`src/rtl/riscv_instr_encoder_if.sv`:
```
// Request and instruction-memory write bus of riscv_instr_encoder.
// master: the side issuing requests and owning the memory (loader/bench).
// slave : the encoder itself.
interface riscv_instr_encoder_if;
  logic        in_valid;
  logic        in_ready;
  logic [4:0]  in_op;
  logic [4:0]  in_rd;
  logic [4:0]  in_rs1;
  logic [4:0]  in_rs2;
  logic [31:0] in_imm;
  logic        mem_we;
  logic        mem_ready;
  logic [31:0] mem_addr;
  logic [31:0] mem_wdata;

  modport master (
    output in_valid, in_op, in_rd, in_rs1, in_rs2, in_imm, mem_ready,
    input  in_ready, mem_we, mem_addr, mem_wdata
  );

  modport slave (
    input  in_valid, in_op, in_rd, in_rs1, in_rs2, in_imm, mem_ready,
    output in_ready, mem_we, mem_addr, mem_wdata
  );
endinterface

```
`src/rtl/riscv_instr_encoder.sv`:
```
// RV32I instruction encoder: turns an INS_* request into a machine word and
// streams it into instruction memory through a two-stage pipeline
// (S1 encode register, S2 output register) with memory backpressure.
// Optional macro ENC_IMM_CHECK_EN: out-of-range or misaligned immediates make
// the request illegal; otherwise immediates are truncated to their fields.
module riscv_instr_encoder #(
  parameter logic [31:0] BASE_ADDR = 32'h0000_0000,
  parameter int unsigned MEM_BYTES = 4096
) (
  input  logic                    clk,
  input  logic                    reset,
  input  logic                    clear,
  riscv_instr_encoder_if.slave    bus,
  output logic [15:0]             word_count,
  output logic                    err,
  output logic [7:0]              err_count
);

  localparam logic [4:0] INS_ADD = 5'd0,  INS_SUB = 5'd1,  INS_SLL = 5'd2,
                         INS_SRL = 5'd3,  INS_XOR = 5'd4,  INS_OR = 5'd5,
                         INS_AND = 5'd6,  INS_ADDI = 5'd7, INS_XORI = 5'd8,
                         INS_ORI = 5'd9,  INS_ANDI = 5'd10, INS_LW = 5'd11,
                         INS_JALR = 5'd12, INS_SLLI = 5'd13, INS_SRLI = 5'd14,
                         INS_SW = 5'd15,  INS_BEQ = 5'd16, INS_BNE = 5'd17,
                         INS_BLT = 5'd18, INS_BGE = 5'd19, INS_JAL = 5'd20,
                         INS_ECALL = 5'd21;

  localparam logic [6:0] OPC_OP = 7'b0110011, OPC_IMM = 7'b0010011,
                         OPC_LOAD = 7'b0000011, OPC_JALR = 7'b1100111,
                         OPC_STORE = 7'b0100011, OPC_BR = 7'b1100011,
                         OPC_JAL = 7'b1101111;

  localparam logic [2:0] FMT_R = 3'd0, FMT_I = 3'd1, FMT_SH = 3'd2,
                         FMT_S = 3'd3, FMT_B = 3'd4, FMT_J = 3'd5,
                         FMT_SYS = 3'd6, FMT_BAD = 3'd7;

  localparam logic [31:0] END_ADDR = BASE_ADDR + 32'(MEM_BYTES);

  logic        s1_valid, s1_bad, s2_valid;
  logic [31:0] s1_word, s2_word, addr;
  logic [2:0]  fmt, f3;
  logic [6:0]  opc, f7;
  logic [31:0] imm, enc_word;
  logic        imm_ok, enc_bad;
  logic        accept, mem_fire, s2_free, s1_advance;
  logic        unused_imm_bits;

  assign imm             = bus.in_imm;
  assign unused_imm_bits = &{1'b0, imm[31:21], imm[0]};

  assign mem_fire   = s2_valid && bus.mem_ready;
  assign s2_free    = !s2_valid || bus.mem_ready;
  // A bad word never waits for S2: it is simply discarded.
  assign s1_advance = s1_valid && (s1_bad || s2_free);
  assign bus.in_ready = !s1_valid || s1_advance;
  assign accept     = bus.in_valid && bus.in_ready;

  assign bus.mem_we    = s2_valid;
  assign bus.mem_wdata = s2_word;
  assign bus.mem_addr  = addr;

  // Map the request code to its instruction format, opcode and function fields.
  always_comb begin
    fmt = FMT_BAD;
    opc = 7'h00;
    f3  = 3'b000;
    f7  = 7'h00;
    case (bus.in_op)
      INS_ADD:   begin fmt = FMT_R;  opc = OPC_OP; end
      INS_SUB:   begin fmt = FMT_R;  opc = OPC_OP; f7 = 7'b0100000; end
      INS_SLL:   begin fmt = FMT_R;  opc = OPC_OP; f3 = 3'b001; end
      INS_SRL:   begin fmt = FMT_R;  opc = OPC_OP; f3 = 3'b101; end
      INS_XOR:   begin fmt = FMT_R;  opc = OPC_OP; f3 = 3'b100; end
      INS_OR:    begin fmt = FMT_R;  opc = OPC_OP; f3 = 3'b110; end
      INS_AND:   begin fmt = FMT_R;  opc = OPC_OP; f3 = 3'b111; end
      INS_ADDI:  begin fmt = FMT_I;  opc = OPC_IMM; end
      INS_XORI:  begin fmt = FMT_I;  opc = OPC_IMM; f3 = 3'b100; end
      INS_ORI:   begin fmt = FMT_I;  opc = OPC_IMM; f3 = 3'b110; end
      INS_ANDI:  begin fmt = FMT_I;  opc = OPC_IMM; f3 = 3'b111; end
      INS_LW:    begin fmt = FMT_I;  opc = OPC_LOAD; f3 = 3'b010; end
      INS_JALR:  begin fmt = FMT_I;  opc = OPC_JALR; end
      INS_SLLI:  begin fmt = FMT_SH; opc = OPC_IMM; f3 = 3'b001; end
      INS_SRLI:  begin fmt = FMT_SH; opc = OPC_IMM; f3 = 3'b101; end
      INS_SW:    begin fmt = FMT_S;  opc = OPC_STORE; f3 = 3'b010; end
      INS_BEQ:   begin fmt = FMT_B;  opc = OPC_BR; end
      INS_BNE:   begin fmt = FMT_B;  opc = OPC_BR; f3 = 3'b001; end
      INS_BLT:   begin fmt = FMT_B;  opc = OPC_BR; f3 = 3'b100; end
      INS_BGE:   begin fmt = FMT_B;  opc = OPC_BR; f3 = 3'b101; end
      INS_JAL:   begin fmt = FMT_J;  opc = OPC_JAL; end
      INS_ECALL: fmt = FMT_SYS;
      default:   fmt = FMT_BAD;
    endcase
  end

  // Assemble the word for the selected format and judge the immediate.
  always_comb begin
    enc_word = 32'h0;
    imm_ok   = 1'b1;
    case (fmt)
      FMT_R:   enc_word = {f7, bus.in_rs2, bus.in_rs1, f3, bus.in_rd, opc};
      FMT_I:   enc_word = {imm[11:0], bus.in_rs1, f3, bus.in_rd, opc};
      FMT_SH:  enc_word = {7'b0, imm[4:0], bus.in_rs1, f3, bus.in_rd, opc};
      FMT_S:   enc_word = {imm[11:5], bus.in_rs2, bus.in_rs1, f3, imm[4:0], opc};
      FMT_B:   enc_word = {imm[12], imm[10:5], bus.in_rs2, bus.in_rs1, f3,
                           imm[4:1], imm[11], opc};
      FMT_J:   enc_word = {imm[20], imm[10:1], imm[11], imm[19:12], bus.in_rd, opc};
      FMT_SYS: enc_word = 32'h0000_0073;
      default: enc_word = 32'h0;
    endcase
`ifdef ENC_IMM_CHECK_EN
    case (fmt)
      FMT_I, FMT_S: imm_ok = (imm[31:11] == {21{imm[11]}});
      FMT_SH:       imm_ok = (imm[31:5] == 27'h0);
      FMT_B:        imm_ok = !imm[0] && (imm[31:12] == {20{imm[12]}});
      FMT_J:        imm_ok = !imm[0] && (imm[31:20] == {12{imm[20]}});
      default:      imm_ok = 1'b1;
    endcase
`endif
  end

  assign enc_bad = (fmt == FMT_BAD) || !imm_ok;

  // S1: capture an accepted request; empties when its word moves on or is dropped.
  always_ff @(posedge clk or negedge reset) begin
    if (!reset) begin
      s1_valid <= 1'b0;
      s1_bad   <= 1'b0;
      s1_word  <= 32'h0;
    end else if (clear) begin
      s1_valid <= 1'b0;
    end else if (accept) begin
      s1_valid <= 1'b1;
      s1_bad   <= enc_bad;
      s1_word  <= enc_word;
    end else if (s1_advance) begin
      s1_valid <= 1'b0;
    end
  end

  // S2: hold the outgoing word until memory takes it.
  always_ff @(posedge clk or negedge reset) begin
    if (!reset) begin
      s2_valid <= 1'b0;
      s2_word  <= 32'h0;
    end else if (clear) begin
      s2_valid <= 1'b0;
    end else if (s1_advance && !s1_bad) begin
      s2_valid <= 1'b1;
      s2_word  <= s1_word;
    end else if (mem_fire) begin
      s2_valid <= 1'b0;
    end
  end

  // Write address (wrapping inside the memory window) and written-word counter.
  always_ff @(posedge clk or negedge reset) begin
    if (!reset) begin
      addr       <= BASE_ADDR;
      word_count <= 16'h0;
    end else if (clear) begin
      addr       <= BASE_ADDR;
      word_count <= 16'h0;
    end else if (mem_fire) begin
      addr <= (addr + 32'd4 == END_ADDR) ? BASE_ADDR : addr + 32'd4;
      if (word_count != 16'hFFFF) word_count <= word_count + 16'd1;
    end
  end

  // Error flag is sticky until reset; the drop counter also zeroes on clear.
  always_ff @(posedge clk or negedge reset) begin
    if (!reset) begin
      err       <= 1'b0;
      err_count <= 8'h0;
    end else if (clear) begin
      err_count <= 8'h0;
    end else if (s1_advance && s1_bad) begin
      err <= 1'b1;
      if (err_count != 8'hFF) err_count <= err_count + 8'd1;
    end
  end

endmodule

```
`src/flat_wrapper.sv`:
```
// flat-port wrapper written by rule: the top's interface ports become plain ports
module riscv_instr_encoder_flat 
#(
  parameter logic [31:0] BASE_ADDR = 32'h0000_0000,
  parameter int unsigned MEM_BYTES = 4096
)
  (clk, reset, clear, word_count, err, err_count, bus_in_valid, bus_in_op, bus_in_rd, bus_in_rs1, bus_in_rs2, bus_in_imm, bus_mem_ready, bus_in_ready, bus_mem_we, bus_mem_addr, bus_mem_wdata);
  riscv_instr_encoder_if bus_i ();
  input  logic clk;
  input  logic reset;
  input  logic clear;
  output logic [15:0] word_count;
  output logic err;
  output logic [7:0] err_count;
  input wire logic [$bits(bus_i.in_valid)-1:0] bus_in_valid;
  input wire logic [$bits(bus_i.in_op)-1:0] bus_in_op;
  input wire logic [$bits(bus_i.in_rd)-1:0] bus_in_rd;
  input wire logic [$bits(bus_i.in_rs1)-1:0] bus_in_rs1;
  input wire logic [$bits(bus_i.in_rs2)-1:0] bus_in_rs2;
  input wire logic [$bits(bus_i.in_imm)-1:0] bus_in_imm;
  input wire logic [$bits(bus_i.mem_ready)-1:0] bus_mem_ready;
  output wire logic [$bits(bus_i.in_ready)-1:0] bus_in_ready;
  output wire logic [$bits(bus_i.mem_we)-1:0] bus_mem_we;
  output wire logic [$bits(bus_i.mem_addr)-1:0] bus_mem_addr;
  output wire logic [$bits(bus_i.mem_wdata)-1:0] bus_mem_wdata;
  assign bus_i.in_valid = bus_in_valid;
  assign bus_i.in_op = bus_in_op;
  assign bus_i.in_rd = bus_in_rd;
  assign bus_i.in_rs1 = bus_in_rs1;
  assign bus_i.in_rs2 = bus_in_rs2;
  assign bus_i.in_imm = bus_in_imm;
  assign bus_i.mem_ready = bus_mem_ready;
  assign bus_in_ready = bus_i.in_ready;
  assign bus_mem_we = bus_i.mem_we;
  assign bus_mem_addr = bus_i.mem_addr;
  assign bus_mem_wdata = bus_i.mem_wdata;
  riscv_instr_encoder #(.BASE_ADDR(BASE_ADDR), .MEM_BYTES(MEM_BYTES)) u_core (.clk(clk), .reset(reset), .clear(clear), .bus(bus_i), .word_count(word_count), .err(err), .err_count(err_count));
endmodule
```
`config.mk`:
```
export PLATFORM = sky130hd
export DESIGN_NAME = riscv_instr_encoder_flat
export DESIGN_NICKNAME = d
export VERILOG_FILES = /design/src/rtl/riscv_instr_encoder_if.sv /design/src/rtl/riscv_instr_encoder.sv /design/src/flat_wrapper.sv
export SDC_FILE = /design/constraint.sdc
export NUM_CORES = 1
export LEC_CHECK = 0
export ABC_AREA = 1
export BUFFER_PORTS_ARGS = -buffer_cell sky130_fd_sc_hd__buf_2
export CAP_MARGIN = 20
export CORE_MARGIN = 5
export CORE_UTILIZATION = 54
export DETAILED_ROUTE_END_ITERATION = 6
export GPL_ROUTABILITY_DRIVEN = 0
export PLACE_DENSITY = 0.8
export SYNTH_ARGS = -nofsm -noshare
export SYNTH_HDL_FRONTEND = slang
export SYNTH_SLANG_ARGS = --single-unit
```
`constraint.sdc`:
```
create_clock -name clk -period 2.2 [get_ports clk]
set_input_delay 0.44 -clock clk [delete_from_list [all_inputs] [get_ports clk]]
set_output_delay 0.44 -clock clk [all_outputs]
set_load 0.1 [all_outputs]
```
==> flow_summary.rst, run 1 <==
.. list-table::
   :header-rows: 1

   * - Metric
     - Value
   * - Cell depth of the worst setup path
     - 14
   * - Router iterations before antenna repair
     - 7
   * - Number of design rule violations left after detail routing
     - 0
   * - Worst path arrival time
     - 2350 ps
   * - Vias per Instance
     - 5.31
   * - Leading area contributor after synthesis
     - dfrtp_1
   * - Iter 0 DRT Violations
     - 560
   * - Port Buffer Count
     - 134
   * - Worst Hold End
     - u_core.s1_word[26]
   * - Number of different library cells in the post-synthesis netlist
     - 39
   * - Multi-input combinational cell area
     - 2900 sq um
   * - Max frequency
     - 488 MHz
   * - Root buffer selected by CTS
     - clkbuf_16
   * - Bufs and invs on worst path
     - 3
   * - Pwr dens
     - 934 nW/um^2
   * - Area of the mapped netlist
     - 6360 sq um
   * - Crit path setup slack, layout
     - 150 ps
   * - Slew Limit Headroom
     - 58.7%
   * - Biggest cell delay along the critical path
     - 420 ps
   * - Filler cell count in the final layout
     - 921
   * - Count of final hold-check violations
     - 0
   * - Horizontal die dimension
     - 119 um
   * - Area of the core
     - 11500 sq um
   * - Maximum number of pins on one net before global-route repair
     - 54
   * - Most frequently used flop master after synthesis
     - dfrtp_1
   * - Max rail drop VDD
     - 0.000763 V
   * - Worst reg-to-reg setup slack
     - 150 ps
   * - Post-layout nets
     - 1047
   * - Worst min-delay path class
     - primary input to register
   * - Required time at the endpoint of the critical path
     - 2500 ps
   * - CTS tree
     - done
   * - Count of final setup violators
     - 0
   * - Global-route usage over all layers
     - 23.6%
   * - Share of the synthesized area in the top cell type
     - 47.2%
   * - Launch point of the worst hold path
     - bus_in_imm[6]
   * - Clock sink count
     - 120
   * - Pre-CTS setup slack
     - 121 ps
   * - Final Total Pwr
     - 7.47 mW
   * - Detailed Place HPWL
     - 11800 um
   * - Clock Path Buffers
     - 2
   * - Proportion of register bits with asynchronous set or reset after synthesis
     - 100%
   * - Number of instances on the worst hold path
     - 3
   * - Flop and latch count out of synthesis
     - 120
   * - Reg2Reg Capture Point
     - u_core.bus.mem_addr[12]
   * - Final instance count without filler cells
     - 1143
   * - Placement-stage cell area
     - 7360 sq um
   * - Avg Cell Area, Syn
     - 7.59 sq um
   * - Vertical die dimension
     - 119 um
   * - WL final
     - 16200 um
   * - Area delta synth->final
     - 25.9%
   * - Clock-pin slew of the registers on the worst-case setup and hold paths
     - 50 ps
   * - Inserted Clock Buffers
     - 17
   * - Clock latency at the later pin of the worst-skew pair
     - 410 ps
   * - Most common cell in the synthesized netlist
     - nand2_1
   * - Crit-path slowest cell
     - dfrtp_4
   * - Highest net fanout along the worst path
     - 8
   * - Family with the most delay on the worst path
     - simple AND/OR/NAND/NOR gates
   * - Commonest cells post-synth
     - nand2_1, dfrtp_1, o21ai_0
   * - Storage element area
     - 3040 sq um
   * - Clock period minus worst slack
     - 2050 ps
   * - Via count of the first global-routing pass
     - 5898
   * - Total Negative Setup Slacks
     - 0 ps
   * - Number of max-slew violations in the final report
     - 0
   * - Startpoint of the lowest-slack register-to-register path
     - u_core.bus.mem_addr[2]
   * - Worst setup skew after layout
     - 6.44 ps
   * - Vias
     - 6075
   * - Static leakage
     - 3.94 nW
   * - Setup crit end kind
     - register
   * - Average routed wire per standard cell
     - 14.2 um
   * - Worst-Margin Slew
     - 619 ps
   * - Number of cell rows
     - 39
   * - Outcome
     - finished clean
   * - Chain of cells forming the critical path
     - buf_4 -> nand3_1 -> nor2_4 -> nand3_1 -> inv_1 -> nand2_1 -> nand2_1 -> nand2_1 -> inv_1 -> nand4_1 -> nor2_1 -> nand2_2 -> nand2_1 -> nand2_1
   * - Fraction of final layout cells sized beyond drive strength 1
     - 24.3%
   * - Post-Synthesis Cells
     - 838
   * - Worst setup SP type
     - register
   * - Crit path top cell by count
     - nand2_1
   * - Count of synthesis-stage warnings from yosys
     - 0
   * - Final instance area
     - 8000 sq um
   * - IO Count
     - 148
   * - Post-DRT Antenna Nets
     - 0
   * - Initial Util
     - 55.5%
   * - Portion of the post-synthesis area used by sequential elements
     - 47.2%
   * - Cell types occupying the most area after synthesis
     - dfrtp_1, nand2_1, o21ai_0
   * - Post-placement cell count
     - 1108
   * - Length in cells of the worst reg-to-reg path
     - 14
   * - Number of antenna violations at the first check in global routing
     - 0
   * - EDFF count, synth
     - 0
   * - Total congestion overflow after global routing
     - 0
   * - Critical setup path kind
     - register to register
   * - Die ar.
     - 14000 sq um
   * - Ant diodes
     - 0
   * - Fraction of the cycle the final worst path needs
     - 93.2%
   * - Worst hold slack after final layout
     - 290 ps
   * - Max Cap Viol
     - 0
   * - Wire length of the first global-routing pass
     - 27600 um
   * - CTS HTree Levels
     - 4
   * - Layout Utilization
     - 69.8%
## flip-flops by register name, summed over array words and instances (netlist names)
register	count
u_core.bus.mem_wdata	31
u_core.s1_word	31
u_core.bus.mem_addr	30
u_core.word_count	16
u_core.err_count	8
u_core.bus.mem_we	1
u_core.err	1
u_core.s1_bad	1
u_core.s1_valid	1
## report_power, final
part / leakage (nW) / total (mW) / switching [mW] / internal [mW]
combinational: 2.07 / 2.06 / 1.73 / 0.336
sequential: 1.58 / 2.60 / 0.137 / 2.46
clock: 0.292 / 2.82 / 0.934 / 1.88
## cells by family (layout without fill, tap and decap cells)
family	Yosys count	in the layout	share of synthesized area [%]
AND/OR/NAND/NOR	403	403	27.0
AO/OA/AOI/OAI	156	156	13.5
buffers and inverters	132	293	8.13
flip-flops	120	120	47.2
XOR/XNOR	14	14	1.93
multiplexers	9	9	1.59
adder cells (fa/ha/maj)	3	3	0.590
other	1	2	0.0590
## timing repair
item                       CTS  global route
setup endpoints to repair    0             3
gates resized for setup      0             5
buffers inserted             0             2
hold buffers                 1             0
hold endpoints to repair    24             0
## placed cells by master (no fill, tap or decap), drive strengths merged, types with 3 or more instances in the layout
master	count
ha	3
nor2	90
o41ai	4
clkinv	6
clkbuf	22
nand2	231
a211oi	5
xor2	13
o22ai	12
dfrtp	120
a21oi	15
bufinv	4
nand4	17
nor3	11
o21ai	110
nand3	49
mux2	9
buf	155
inv	103
o31ai	4
## worst register-to-register path, delay by kind of cell, from the launching register on
kind / cells / cell delay [ps]
DFF: 1 / 420
and+or+nand+nor: 11 / 1140
buffers and inverters: 3 / 370
## area by class of cell
type,instances,share of cell area [%]
inverters,105,4.97
well taps,143,2.24
clock buffers,22,5.55
repair buffers,156,11.1
multi-input cells,587,36.3
clock inverters,10,1.91
flip-flops and latches,120,37.9
## routing by layer
| layer | wire [um] | track usage, % | vias to the layer above |
|---|---|---|---|
| met5 | 0 | 0 | - |
| met4 | 381 | 9.21 | 0 |
| met3 | 1190 | 5.40 | 39 |
| met1 | 6930 | 30.9 | 2755 |
| met2 | 7730 | 38.3 | 251 |
| li1 | - | - | 3030 |
## worst max-delay path by stage
stage	start	endpoint	slack, ps
after global placement	u_core.bus.mem_addr[3]	u_core.bus.mem_addr[3]	170
after floorplan	u_core.bus.mem_addr[26]	u_core.bus.mem_addr[12]	0.7
final	u_core.bus.mem_addr[2]	u_core.bus.mem_addr[12]	150
after global routing	u_core.bus.mem_addr[3]	u_core.bus.mem_addr[2]	-40
after detailed placement	u_core.bus.mem_addr[3]	u_core.bus.mem_addr[3]	120
after CTS	u_core.bus.mem_addr[3]	u_core.bus.mem_addr[3]	60
(Power assumes the default switching activity.)
==> run 2: changes to the inputs <==
--- a/config.mk
+++ b/config.mk
@@ -9,10 +9,12 @@
 export BUFFER_PORTS_ARGS = -buffer_cell sky130_fd_sc_hd__buf_2
 export CAP_MARGIN = 20
 export CORE_MARGIN = 5
-export CORE_UTILIZATION = 54
+export CORE_UTILIZATION = 55
+export CTS_BUF_LIST = sky130_fd_sc_hd__clkbuf_8
 export DETAILED_ROUTE_END_ITERATION = 6
 export GPL_ROUTABILITY_DRIVEN = 0
-export PLACE_DENSITY = 0.8
+export MAX_ROUTING_LAYER = met4
+export PLACE_DENSITY = 0.81
 export SYNTH_ARGS = -nofsm -noshare
 export SYNTH_HDL_FRONTEND = slang
 export SYNTH_SLANG_ARGS = --single-unit
==> flow_summary.rst, run 2 (synthesis gave the netlist of run 1 again) <==
.. list-table::
   :header-rows: 1

   * - Metric
     - Value
   * - Clock sink count
     - 120 (unchanged)
   * - Clock latency at the later pin of the worst-skew pair
     - 450 ps (+40 ps)
   * - Fraction of final layout cells sized beyond drive strength 1
     - 24.2% (-0.076 points)
   * - Setup repair after global routing missed its margin
     - no
   * - Area delta synth->final
     - 22.1%
   * - Most frequent cells in the layout
     - nand2_1, buf_2, o21ai_0
   * - Detailed Place HPWL
     - 11900 um (+1.2%)
   * - Count of final setup violators
     - 0 (unchanged)
   * - Ant diodes
     - 0 (unchanged)
   * - Number of cell rows
     - 39 (unchanged)
   * - Total Negative Setup Slacks
     - 0 ps (unchanged)
   * - Placement-stage cell area
     - 7350 sq um (-0.17%)
   * - Worst path arrival time
     - 1620 ps (-730 ps)
   * - Worst min-delay path class
     - primary input to register
   * - Outcome
     - finished clean
   * - Final instance area
     - 7770 sq um (-3.0%)
   * - Final instance count without filler cells
     - 1142 (-0.087%)
   * - Setup crit end kind
     - output port
   * - CTS tree
     - done
   * - Port Buffer Count
     - 134 (unchanged)
   * - Via count of the first global-routing pass
     - 5880 (-0.31%)
   * - Inserted Clock Buffers
     - 17 (unchanged)
   * - Maximum number of pins on one net before global-route repair
     - 48 (-11%)
   * - Die ar.
     - 13800 sq um (-1.7%)
   * - Vias per Instance
     - 5.29 (-0.46%)
   * - Worst setup SP type
     - register
   * - Average routed wire per standard cell
     - 14.1 um (-0.42%)
   * - Number of max-slew violations in the final report
     - 0 (unchanged)
   * - CTS HTree Levels
     - 4 (unchanged)
   * - Worst setup skew after layout
     - 7.29 ps (+0.853 ps)
   * - Initial Util
     - 55.9% (+0.48 points)
   * - Met2 Resource Use GR
     - 38.1% (-0.17 points)
   * - Vertical die dimension
     - 118 um (-0.84%)
   * - Clock period minus worst slack
     - 2060 ps (+6.47 ps)
   * - Filler cell count in the final layout
     - 965 (+4.8%)
   * - Slew Limit Headroom
     - 56.9% (-1.8 points)
   * - Most frequent standard cell in the layout excluding fill and tap cells
     - nand2_1
   * - Max Cap Viol
     - 0 (unchanged)
   * - Clock Path Buffers
     - 2 (unchanged)
   * - Pwr dens
     - 841 nW/um^2 (-9.9%)
   * - Root buffer selected by CTS
     - clkbuf_8
   * - Busiest layer in global routing
     - met2
   * - Max rail drop VDD
     - 0.000666 V (-13%)
   * - GRT met3 Usage
     - 5.53% (+0.13 points)
   * - Number of antenna violations at the first check in global routing
     - 0 (unchanged)
   * - Max frequency
     - 486 MHz (-0.31%)
   * - Horizontal die dimension
     - 118 um (-0.84%)
   * - Fraction of the cycle the final worst path needs
     - 93.5% (+0.29 points)
   * - Critical setup path kind
     - register to output port
   * - Required time at the endpoint of the critical path
     - 1760 ps (-740 ps)
   * - Iter 0 DRT Violations
     - 517 (-7.7%)
   * - Crit path setup slack, layout
     - 144 ps (-6.47 ps)
   * - Area of the core
     - 11400 sq um (-0.85%)
   * - Wire length of the first global-routing pass
     - 27400 um (-0.65%)
   * - Number of design rule violations left after detail routing
     - 0 (unchanged)
   * - Router iterations before antenna repair
     - 6 (-1)
   * - Global-route usage over all layers
     - 24.4% (+0.86 points)
   * - Static leakage
     - 3.84 nW (-2.4%)
   * - Vias
     - 6042 (-0.54%)
   * - Worst hold slack after final layout
     - 262 ps (-28.0 ps)
   * - Highest net fanout along the worst path
     - 3 (-5)
   * - Clock-pin slew of the registers on the worst-case setup and hold paths
     - 60 ps (about the same)
   * - Total congestion overflow after global routing
     - 0 (unchanged)
   * - Count of final hold-check violations
     - 0 (unchanged)
   * - WL final
     - 16200 um (-0.51%)
   * - Post-placement cell count
     - 1108 (unchanged)
   * - Worst-Margin Slew
     - 645 ps (+26.0 ps)
   * - Post-DRT Antenna Nets
     - 0 (unchanged)
   * - Post-layout nets
     - 1046 (-0.096%)
   * - Met1 Use GR
     - 31.1% (+0.20 points)
   * - IO Count
     - 148 (unchanged)
   * - Pre-CTS setup slack
     - 75.4 ps (-46.0 ps)
[run 2: cell count changes in the layout (fill, tap and decap cells not counted), moves of 2 or more]
cell,previous run,this run
clkbuf_8,0,22
clkbuf_16,17,0
clkbuf_1,5,0
bufinv_16,4,1
inv_1,98,101
nor2_2,7,5
[run 2: report_power, final]
part | leakage, nW | switching (mW) | internal (mW)
sequential | 1.58 | 0.133 | 2.46
clock | 0.208 | 0.853 | 1.02
combinational | 2.06 | 1.73 | 0.334
total | 3.84 | 2.72 | 3.81
[run 2: what timing repair did]
item,4_1_cts,5_1_grt
endpoints found under the hold margin,35,0
resized for setup,0,4
hold buffers,1,0
endpoints found under the setup margin,0,3
buffers inserted,0,1
[run 2: path summary, 6_finish.rpt]
| path | from | end | slack [ps] | cells after the start |
|---|---|---|---|---|
| worst max register to register | u_core.bus.mem_addr[2] | u_core.bus.mem_addr[12] | 180 | 14 |
| worst min-delay path | bus_in_imm[7] | u_core.s1_word[27] | 260 | 3 |
| min in group asynchronous | reset | u_core.word_count[4] | 540 | 2 |
| max in group asynchronous | reset | u_core.s1_word[6] | 1020 | 3 |
| worst max-delay path | u_core.s1_bad | bus_in_ready | 140 | 5 |
| worst min register to register | u_core.bus.mem_wdata[20] | u_core.bus.mem_wdata[20] | 480 | 2 |
[run 2: area by class of cell]
| cell class | count | area, sq um | area share [%] |
|---|---|---|---|
| Multi-Input combinational cell | 587 | 2900 | 37.4 |
| Clock inverter | 10 | 77.6 | 0.999 |
| Tap cell | 143 | 179 | 2.30 |
| Clock buffer | 22 | 303 | 3.90 |
| Sequential cell | 120 | 3040 | 39.1 |
| Inverter | 105 | 398 | 5.12 |
| Timing Repair Buffer | 155 | 871 | 11.2 |
[run 2: routing by layer]
metal | up-vias | share of wire, %
li1 | 3025 | -
met1 | 2783 | 44
met2 | 207 | 47
met3 | 27 | 6.2
met4 | 0 | 2.1
met5 | - | 0
[run 2: worst max-delay path, cell delays in order (launching register included)]
cell,delay [ps]
dfrtp_1,410
inv_2,110
nand3_4,90
nor2_4,130
clkinvlp_4,130
buf_2,310
[run 2: stage by stage]
| step | total power, mW | util [%] |
|---|---|---|
| 2_1_floorplan | 4.27 | - |
| 3_3_place_gp | 4.67 | 64.6 |
| 3_5_place_dp | 4.70 | 64.6 |
| 4_1_cts | 6.58 | 68.0 |
| 5_1_grt | 6.80 | 68.3 |
| 6_report | 6.53 | 68.3 |
==> run 3: changes to the inputs <==
--- a/config.mk
+++ b/config.mk
@@ -5,16 +5,16 @@
 export SDC_FILE = /design/constraint.sdc
 export NUM_CORES = 1
 export LEC_CHECK = 0
-export ABC_AREA = 1
 export BUFFER_PORTS_ARGS = -buffer_cell sky130_fd_sc_hd__buf_2
 export CAP_MARGIN = 20
+export CELL_PAD_IN_SITES_DETAIL_PLACEMENT = 0
+export CELL_PAD_IN_SITES_GLOBAL_PLACEMENT = 1
 export CORE_MARGIN = 5
-export CORE_UTILIZATION = 55
-export CTS_BUF_LIST = sky130_fd_sc_hd__clkbuf_8
+export CORE_UTILIZATION = 41
 export DETAILED_ROUTE_END_ITERATION = 6
 export GPL_ROUTABILITY_DRIVEN = 0
 export MAX_ROUTING_LAYER = met4
-export PLACE_DENSITY = 0.81
+export PLACE_DENSITY_LB_ADDON = 0.1
 export SYNTH_ARGS = -nofsm -noshare
 export SYNTH_HDL_FRONTEND = slang
 export SYNTH_SLANG_ARGS = --single-unit
==> flow_summary.rst, run 3 <==
.. list-table::
   :header-rows: 1

   * - Metric
     - Value
   * - Sw Share
     - 35.9% (-5.7 points)
   * - Length in cells of the worst reg-to-reg path
     - 7 (-7)
   * - Clock period minus worst slack
     - 2500 ps (+442 ps)
   * - Initial Util
     - 42.2% (-14 points)
   * - Detailed Place HPWL
     - 12200 um (+2.1%)
   * - Post-placement cell count
     - 1003 (-9.5%)
   * - WL final
     - 17100 um (+6.0%)
   * - Relative contribution of the clock network to total power
     - 40.3% (+12 points)
   * - Max frequency
     - 400 MHz (-18%)
   * - Die ar.
     - 17600 sq um (+28%)
   * - Global-route usage over all layers
     - 20.2% (-4.2 points)
   * - Final Total Pwr
     - 7.23 mW (+11%)
   * - Router iterations before antenna repair
     - 4 (-2)
   * - Fraction of the cycle the final worst path needs
     - 114% (+20 points)
   * - Area delta synth->final
     - 37.7%
   * - Violations in the final reports
     - negative hold slack, negative setup slack
   * - Maximum number of pins on one net before global-route repair
     - 54 (+13%)
   * - Crit-path slowest cell
     - or4_4
   * - Count of final hold-check violations
     - 2 (+2)
   * - Storage element area
     - 3110 sq um (+2.3%)
   * - Vias per Instance
     - 5.32 (+0.62%)
   * - Leading area contributor after synthesis
     - dfrtp_1
   * - Fraction of final layout cells sized beyond drive strength 1
     - 41.6% (+17 points)
   * - Port Buffer Count
     - 134 (unchanged)
   * - Post-Synthesis Cells
     - 646 (-23%)
   * - Biggest cell delay along the critical path
     - 610 ps (+200 ps)
   * - Setup crit end kind
     - register
   * - Total congestion overflow after global routing
     - 0 (unchanged)
   * - Portion of the post-synthesis area used by sequential elements
     - 48.6% (+1.3 points)
   * - Count of final setup violators
     - 3 (+3)
   * - Inserted Clock Buffers
     - 17 (unchanged)
   * - Number of cell rows
     - 44 (+13%)
   * - Power share of the sequential group
     - 35.0% (-4.6 points)
   * - Clock latency at the later pin of the worst-skew pair
     - 410 ps (-40 ps)
   * - Root buffer selected by CTS
     - clkbuf_16
   * - Final instance count without filler cells
     - 1047 (-8.3%)
   * - Internal power contribution
     - 4.63 mW (+21%)
   * - Clock Path Buffers
     - 2 (unchanged)
   * - Share of total power in combinational logic
     - 24.6% (-7.1 points)
   * - Iter 0 DRT Violations
     - 257 (-50%)
   * - Worst reg-to-reg setup slack
     - -300 ps (-480 ps)
   * - Clock sink count
     - 120 (unchanged)
   * - Worst path arrival time
     - 2800 ps (+1180 ps)
   * - Max rail drop VDD
     - 0.000624 V (-6.4%)
   * - Number of max-slew violations in the final report
     - 0 (unchanged)
   * - Multi-input combinational cell area
     - 3130 sq um (+7.9%)
   * - Family with the most delay on the worst path
     - simple AND/OR/NAND/NOR gates
   * - Worst hold slack after final layout
     - -4.44 ps (-267 ps)
   * - Number of antenna violations at the first check in global routing
     - 1 (+1)
   * - Worst setup skew after layout
     - 9.49 ps (+2.20 ps)
   * - Net load switching power
     - 2.60 mW (-4.5%)
   * - Most frequent cells in the layout
     - buf_2, buf_4, dfrtp_1
   * - Wire length of the first global-routing pass
     - 28400 um (+3.4%)
   * - Reg2Reg Capture Point
     - u_core.bus.mem_addr[3]
   * - Share of the synthesized area in the top cell type
     - 48.6% (+1.3 points)
   * - Number of design rule violations left after detail routing
     - 0 (unchanged)
   * - Number of different library cells in the post-synthesis netlist
     - 63 (+62%)
   * - Via count of the first global-routing pass
     - 5702 (-3.0%)
   * - Proportion of register bits with asynchronous set or reset after synthesis
     - 100% (unchanged)
   * - Required time at the endpoint of the critical path
     - 2500 ps (+740 ps)
   * - Cell types occupying the most area after synthesis
     - dfrtp_1, mux2_2, nor2_1
   * - Clock-pin slew of the registers on the worst-case setup and hold paths
     - 60 ps (about the same)
   * - Avg Cell Area, Syn
     - 9.57 sq um (+26%)
   * - Bufs and invs on worst path
     - 0 (-3)
   * - Most frequently used flop master after synthesis
     - dfrtp_1
   * - Area of the core
     - 14600 sq um (+29%)
   * - Setup repair after global routing missed its margin
     - yes
   * - Critical setup path kind
     - register to register
   * - Commonest cells post-synth
     - dfrtp_1, nor2_1, nand2_1
   * - Highest net fanout along the worst path
     - 4 (+1)
   * - Filler cell count in the final layout
     - 1302 (+35%)
   * - Average routed wire per standard cell
     - 16.4 um (+16%)
   * - Flop and latch count out of synthesis
     - 120 (unchanged)
   * - Outcome
     - finished, violations left
   * - CTS HTree Levels
     - 4 (unchanged)
   * - Worst min-delay path class
     - primary input to async pin
   * - Post-layout nets
     - 908 (-13%)
   * - Worst setup SP type
     - register
   * - Pwr dens
     - 849 nW/um^2 (+0.97%)
   * - Vertical die dimension
     - 133 um (+13%)
   * - Post-DRT Antenna Nets
     - 0 (unchanged)
   * - Chain of cells forming the critical path
     - nand3_4 -> or4_4 -> nor4_2 -> o32a_1 -> o211a_1 -> or4b_4 -> a32o_1
   * - Slew Limit Headroom
     - 61.4% (+4.5 points)
   * - Max Cap Viol
     - 0 (unchanged)
   * - EDFF count, synth
     - 0 (unchanged)
   * - Count of synthesis-stage warnings from yosys
     - 0 (unchanged)
   * - Crit path setup slack, layout
     - -299 ps (-442 ps)
   * - CTS tree
     - done
   * - Area of the mapped netlist
     - 6180 sq um (-2.8%)
   * - Most common cell in the synthesized netlist
     - dfrtp_1
   * - Static leakage
     - 4.06 nW (+5.5%)
   * - Horizontal die dimension
     - 133 um (+13%)
   * - Most frequent standard cell in the layout excluding fill and tap cells
     - buf_2
   * - Startpoint of the lowest-slack register-to-register path
     - u_core.bus.mem_addr[7]
   * - Worst-Margin Slew
     - 578 ps (-66.3 ps)
   * - IO Count
     - 148 (unchanged)
   * - Vias
     - 5574 (-7.7%)
## run 3: cell types whose count changed after synthesis, moves of 13 or more
cell     before  now
o21ai_0     106   41
a22oi_1       0   13
nand2_1     225   65
or3_1         0   15
xor2_1       13   28
inv_1       100    9
mux2_2        9   32
## run 3: metrics by stage
stage	hold slack (ps)	instance area (sq um)	utilization [%]	setup TNS (ps)	setup slack [ps]
final	-4.44	8510	58.1	-788	-299
after global routing	20.9	8510	58.1	-1130	-396
after CTS	1.12	8460	57.7	-752	-282
after detailed placement	442	7690	52.5	-1150	-402
after global placement	434	7690	52.5	-929	-319
after floorplan	144	6350	-	-3140	-560
## run 3: per-layer routing
metal / up-vias / part of all wire (%) / GRT usage, %
li1: 2713 / - / -
met1: 2708 / 43 / 24.3
met2: 130 / 51 / 33.1
met3: 23 / 4.3 / 5.24
met4: 0 / 1.5 / 7.04
met5: - / 0 / -
## run 3: layout make-up
type / instances / area share, %
Antenna cell: 2 / 0.0588
Clock buffer: 20 / 5.48
Clock inverter: 12 / 1.93
Inverter: 9 / 0.397
Multi-Input combinational cell: 479 / 36.8
Sequential cell: 120 / 36.5
Tap cell: 184 / 2.70
Timing Repair Buffer: 221 / 16.2
## run 3: power groups by stage
stage	clock (mW)	sequential (mW)	combinational, mW
finish	2.92	2.53	1.78
detailed placement	0	2.57	1.79
global placement	0	2.56	1.78
global route	3.10	2.56	1.87
floorplan	0	3.59	0.398
CTS	2.97	2.53	1.80
## run 3: cell families (layout without fill, tap and decap cells)
group / after synthesis / count (layout) / share of synthesized area [%]
flops: 120 / 120 / 48.6
simple gates: 266 / 267 / 21.4
mux: 36 / 36 / 6.48
other cells: 1 / 4 / 0.0606
xor+xnor: 41 / 41 / 5.81
compound gates: 130 / 130 / 13.8
fa+ha+maj: 3 / 3 / 0.607
buf+inv: 49 / 262 / 3.28
## run 3: how the worst max path moves through the flow
stage	from	to	slack, ps	depth (start not counted)
global placement	u_core.bus.mem_addr[7]	u_core.bus.mem_addr[3]	-320	7
floorplan	u_core.bus.mem_addr[9]	u_core.bus.mem_addr[3]	-560	8
CTS	u_core.bus.mem_addr[2]	u_core.bus.mem_addr[3]	-280	10
global route	u_core.bus.mem_addr[7]	u_core.bus.mem_addr[3]	-400	9
detailed placement	u_core.bus.mem_addr[7]	u_core.bus.mem_addr[3]	-400	7
finish	u_core.bus.mem_addr[7]	u_core.bus.mem_addr[3]	-300	7
## run 3: what timing repair did
item                                    in CTS  in global routing
pin swaps                                    9                  5
resized for setup                           14                  9
setup buffers                                7                  1
gates cloned                                 1                  1
endpoints found under the setup margin       6                  5
hold buffers                                 0                  0
